==> config.mk <==
export PLATFORM = sky130hd
export DESIGN_NAME = cache_control
export DESIGN_NICKNAME = d
export VERILOG_FILES = /design/src/rtl/cache_control.sv
export SDC_FILE = /design/constraint.sdc
export NUM_CORES = 1
export LEC_CHECK = 0
export CAP_MARGIN = 40
export CORE_MARGIN = 2
export CORE_UTILIZATION = 59
export CTS_BUF_LIST = sky130_fd_sc_hd__clkbuf_8
export CTS_CLUSTER_SIZE = 12
export DETAILED_ROUTE_END_ITERATION = 6
export DONT_BUFFER_PORTS = 1
export PLACE_DENSITY = 0.78
export SYNTH_ARGS = -nofsm -noshare
export SYNTH_HDL_FRONTEND = slang
export SYNTH_SLANG_ARGS = --single-unit
export TNS_END_PERCENT = 10
==> constraint.sdc <==
create_clock -name clk -period 2.6 [get_ports clk]
set_clock_uncertainty 0.1 [all_clocks]
set_input_delay 0.52 -clock clk [delete_from_list [all_inputs] [get_ports clk]]
set_output_delay 0.52 -clock clk [all_outputs]
set_load 0.02 [all_outputs]
==> src/rtl/cache_control.sv <==
// -----------------------------------------------------------------------------
// cache_control
//   Control FSM for the direct-mapped, write-back LC-3b data cache. It sits
//   between the CPU memory port and physical memory and sequences hit,
//   writeback and allocate. It also keeps saturating performance counters.
//
// Ports
//   clk, reset           : clock; asynchronous active-high reset
//   mem_read, mem_write  : CPU request (a write wins if both are set)
//   mem_resp             : CPU request complete (combinational, one cycle)
//   hit, dirty           : datapath status for the current index
//   pmem_resp            : physical memory transfer complete
//   pmem_read/pmem_write : physical memory line strobes
//   pmem_addr_sel        : 0 = CPU address, 1 = stored tag/index line address
//   datain_sel           : 0 = merged store line, 1 = pmem_rdata
//   load_data/tag/valid/dirty, dirty_in : array write controls
//   cnt_clr              : synchronous clear of all counters
//   hit_cnt, miss_cnt, wb_cnt : saturating performance counters
// -----------------------------------------------------------------------------
module cache_control #(
  parameter int CNT_WIDTH = 16
) (
  input  logic                 clk,
  input  logic                 reset,
  input  logic                 mem_read,
  input  logic                 mem_write,
  output logic                 mem_resp,
  input  logic                 hit,
  input  logic                 dirty,
  input  logic                 pmem_resp,
  output logic                 pmem_read,
  output logic                 pmem_write,
  output logic                 pmem_addr_sel,
  output logic                 datain_sel,
  output logic                 load_data,
  output logic                 load_tag,
  output logic                 load_valid,
  output logic                 load_dirty,
  output logic                 dirty_in,
  input  logic                 cnt_clr,
  output logic [CNT_WIDTH-1:0] hit_cnt,
  output logic [CNT_WIDTH-1:0] miss_cnt,
  output logic [CNT_WIDTH-1:0] wb_cnt
);

  localparam logic [1:0] S_CHECK     = 2'd0;
  localparam logic [1:0] S_WRITEBACK = 2'd1;
  localparam logic [1:0] S_ALLOCATE  = 2'd2;

  logic [1:0] state_q, state_d;
  logic [CNT_WIDTH-1:0] hit_cnt_q, miss_cnt_q, wb_cnt_q;

  logic req_s;
  logic hit_inc_s, miss_inc_s, wb_inc_s;
  logic mem_resp_s, pmem_read_s, pmem_write_s, pmem_addr_sel_s;
  logic datain_sel_s, load_data_s, load_tag_s, load_valid_s;
  logic load_dirty_s, dirty_in_s;

  // Saturating increment: holds at all-ones instead of wrapping.
  function automatic logic [CNT_WIDTH-1:0] sat_inc(
    input logic [CNT_WIDTH-1:0] v,
    input logic                 en
  );
    if (en && (v != {CNT_WIDTH{1'b1}})) begin
      sat_inc = v + {{(CNT_WIDTH-1){1'b0}}, 1'b1};
    end else begin
      sat_inc = v;
    end
  endfunction

  assign req_s = mem_read | mem_write;

  // Next-state and raw control decode.
  always_comb begin
    state_d         = state_q;
    hit_inc_s       = 1'b0;
    miss_inc_s      = 1'b0;
    wb_inc_s        = 1'b0;
    mem_resp_s      = 1'b0;
    pmem_read_s     = 1'b0;
    pmem_write_s    = 1'b0;
    pmem_addr_sel_s = 1'b0;
    datain_sel_s    = 1'b0;
    load_data_s     = 1'b0;
    load_tag_s      = 1'b0;
    load_valid_s    = 1'b0;
    load_dirty_s    = 1'b0;
    dirty_in_s      = 1'b0;
    case (state_q)
      S_CHECK: begin
        if (req_s && hit) begin
          hit_inc_s  = 1'b1;
          mem_resp_s = 1'b1;
          // mem_write takes priority when both request lines are set.
          if (mem_write) begin
            load_data_s  = 1'b1;
            load_dirty_s = 1'b1;
            dirty_in_s   = 1'b1;
          end else begin
            load_data_s  = 1'b0;
          end
        end else if (req_s) begin
          miss_inc_s = 1'b1;
          if (dirty) begin
            state_d = S_WRITEBACK;
          end else begin
            state_d = S_ALLOCATE;
          end
        end else begin
          state_d = S_CHECK;
        end
      end
      S_WRITEBACK: begin
        pmem_write_s    = 1'b1;
        pmem_addr_sel_s = 1'b1;
        if (pmem_resp) begin
          wb_inc_s = 1'b1;
          state_d  = S_ALLOCATE;
        end else begin
          state_d  = S_WRITEBACK;
        end
      end
      S_ALLOCATE: begin
        pmem_read_s = 1'b1;
        // The fill happens in the same cycle memory returns the line.
        if (pmem_resp) begin
          datain_sel_s = 1'b1;
          load_data_s  = 1'b1;
          load_tag_s   = 1'b1;
          load_valid_s = 1'b1;
          load_dirty_s = 1'b1;
          state_d      = S_CHECK;
        end else begin
          state_d      = S_ALLOCATE;
        end
      end
      default: begin
        state_d = S_CHECK;
      end
    endcase
  end

  // Controls are forced low for as long as reset is asserted.
  assign mem_resp      = mem_resp_s      & ~reset;
  assign pmem_read     = pmem_read_s     & ~reset;
  assign pmem_write    = pmem_write_s    & ~reset;
  assign pmem_addr_sel = pmem_addr_sel_s & ~reset;
  assign datain_sel    = datain_sel_s    & ~reset;
  assign load_data     = load_data_s     & ~reset;
  assign load_tag      = load_tag_s      & ~reset;
  assign load_valid    = load_valid_s    & ~reset;
  assign load_dirty    = load_dirty_s    & ~reset;
  assign dirty_in      = dirty_in_s      & ~reset;

  // State register.
  always_ff @(posedge clk or posedge reset) begin
    if (reset) begin
      state_q <= S_CHECK;
    end else begin
      state_q <= state_d;
    end
  end

  // Performance counters; clear beats a same-cycle increment.
  always_ff @(posedge clk or posedge reset) begin
    if (reset) begin
      hit_cnt_q  <= {CNT_WIDTH{1'b0}};
      miss_cnt_q <= {CNT_WIDTH{1'b0}};
      wb_cnt_q   <= {CNT_WIDTH{1'b0}};
    end else if (cnt_clr) begin
      hit_cnt_q  <= {CNT_WIDTH{1'b0}};
      miss_cnt_q <= {CNT_WIDTH{1'b0}};
      wb_cnt_q   <= {CNT_WIDTH{1'b0}};
    end else begin
      hit_cnt_q  <= sat_inc(hit_cnt_q, hit_inc_s);
      miss_cnt_q <= sat_inc(miss_cnt_q, miss_inc_s);
      wb_cnt_q   <= sat_inc(wb_cnt_q, wb_inc_s);
    end
  end

  assign hit_cnt  = hit_cnt_q;
  assign miss_cnt = miss_cnt_q;
  assign wb_cnt   = wb_cnt_q;

endmodule
==> results.cfg <==
[synth]
yosysTopAreaCell = dfrtp_1
synthTopCellsByArea = dfrtp_1 43%, a21oi_1 6.6%, or4_1 6.0%, o31ai_1 5.7%, and4_1 3.9%
synth_top_area_share_pct = 43.3
async_reset_ff_share_pct = 100
synth_top_flop_cell = dfrtp_1
synth_area_um2 = 2890
postSynthCellCount = 309
synth_common_cells = 50 x dfrtp_1, 38 x a21oi_1, 23 x or4_1
yosys_warnings = 0
ys_seq_area_share_pct = 43.3
synth_edf_count = 0
synth_most_common_cell = dfrtp_1
ys_types = 47
ys_ff_latch = 50
syn-num-nets = 320
synth_area_per_cell_um2 = 9.35

[global_route]
antenna_found_initial = 0
grt_pass1_vias = 2351
gr-total-overflow = 0
grt_pass1_wl_um = 10800
grt_max_degree = 51
grt_use_total_pct = 24.7

[placement]
portBuffers = 0
gp_congestion = 0.828
dp_hpwl_um = 4730
placed_area_um2 = 2930

[min_path]
hold_start = cnt_clr
whs_endpoint = miss_cnt[8]
hp-class = in2reg
holdPathStages = 1

[route]
firstDrtPassIters = 5
wl_um = 6700
drcViolationCount = 0
drtIter0Drc = 103
routedWlPerCell_um = 17.9
ant_nets = 0
vias = 2551
viasPerCell = 6.82

[timing]
period_needed_ns = 2.39
max_freq_ghz = 0.419
rsz0062_at_grt = no
holdWs_ns = 0.185
slew_headroom_pct = 58.6
tightestPinTransition_ns = 0.617
slew_violations = 0
finalSetupViolations = 0
finalCritPeriodShare_pct = 91.9
final-hold-violation-count = 0

[run]
maxCapViolations = 0

[setup_path]
crit_fanout = 12
setup.worst_path.start_class = register
path_class = reg2out
timing.rr.start = hit_cnt[0]
crit_required_ns = 1.98
ff2ff_path_depth = 5
critPathCaptureType = output pin
r2r_slack_ns = 0.42
critPathArrivalTime_ns = 1.77
r2r-end = hit_cnt[5]

[floorplanning]
die_w_um = 74.0
core.rowCount = 25
io_pins = 66
die_h_um = 74.0
die_area_um2 = 5470
start_util_pct = 61.1
coreArea_um2 = 4720

[power]
cellLeakagePower_uw = 0.00112
vdd_drop_max_uv = 242
powerDensity_nw_per_um2 = 444

[cts]
post_cts_buffers = 0
clkSlewWorstSetupHoldPaths_ns = 0.09
cts_sinks = 50
cts_buffers = 5
clk_latency_ns = 0.30
ctsRootBufferMaster = clkbuf_8
cts_tree = built
htreeDepth = 2
clock_path_buffers = 2

[finish]
nets = 318
stdcell_area_um2 = 3010
utilization_pct = 63.8
area_delta_synth_final_pct = 4.33
diodes = 0
nFillCells = 413
drive_above_1_share_pct = 9.12

[status]
status = finished clean
## worst max path at each step
stage / depth (start not counted) / from / end
final: 3 / state_q[1] / mem_resp
after global routing: 3 / state_q[1] / mem_resp
after CTS: 3 / state_q[1] / mem_resp
after detailed placement: 4 / wb_cnt[4] / wb_cnt[15]
after global placement: 4 / wb_cnt[4] / wb_cnt[15]
after floorplan: 4 / reset / load_dirty
## critical path: stages (launching register included)
cell,delay [ns]
dfrtp_1,0.48
nor3b_2,0.39
nand2_1,0.31
nor2_2,0.29
## metrics by stage
step | setup slack [ns] | TNS, ns | power, uW | std cells
6_report | 0.211 | 0 | 1340 | 374
5_1_grt | 0.0596 | 0 | 1400 | 374
4_1_cts | 0.121 | 0 | 1350 | 374
3_5_place_dp | 0.440 | 0 | 936 | 367
3_3_place_gp | 0.496 | 0 | 932 | 367
2_1_floorplan | -0.0654 | -0.0654 | 931 | 309
## where the power goes
part | internal (uW) | switching, uW | leakage (uW)
Combinational | 36.4 | 71.5 | 0.000377
Clock | 178 | 241 | 0.0000466
Sequential | 786 | 25.3 | 0.000695
## placed cells by master (no fill, tap or decap), types with 2 or more instances in the layout
cell type  count
nand2_1       14
a21oi_1       38
ha_1           3
nand4_1       17
nor3_1         4
and3_1         6
or4_1         23
o31ai_1       22
o311ai_0       3
clkbuf_8       5
inv_1          8
or2_2          3
dfrtp_1       50
o21ai_0       15
buf_4          7
nor3b_1        2
and2_1         4
nor2b_1        3
or3_1          9
nor2_1        10
and4_1        13
mux2_2         3
nand3_1       19
o41ai_1        3
## per-layer routing
layer	global-route usage [%]	wire, um	vias to the layer above
li1	-	-	1218
met1	31.2	2870	1260
met2	41.4	3290	67
met3	8.54	493	6
met4	5.45	50	0
met5	0	0	-
## flip-flops by register name, summed over array words and instances, names as in the netlist
register and count:
wb_cnt 16, miss_cnt 16, state_q 2, hit_cnt 16
## cell type report
cell class / count / area [um2] / share of cell area, %
inverter: 7 / 30.0 / 0.997
clock inverter: 2 / 7.51 / 0.249
clock buffer: 5 / 68.8 / 2.28
sequential: 50 / 1250 / 41.5
tap: 67 / 83.8 / 2.78
multi-input combinational: 236 / 1520 / 50.4
timing repair buffer: 7 / 52.6 / 1.74
## cells by family after synthesis
| kind of cell | count (synthesis) | synth area share [%] |
|---|---|---|
| compound gates | 90 | 19.5 |
| xor+xnor | 1 | 0.303 |
| fa+ha+maj | 3 | 1.30 |
| buf+inv | 23 | 4.42 |
| flops | 50 | 43.3 |
| mux | 4 | 1.52 |
| simple gates | 138 | 29.6 |
## what timing repair did
item / CTS / global route
endpoints found under the setup margin: 0 / 1
resized for setup: 0 / 1
hold buffers: 0 / 0
(Power assumes the default switching activity.)
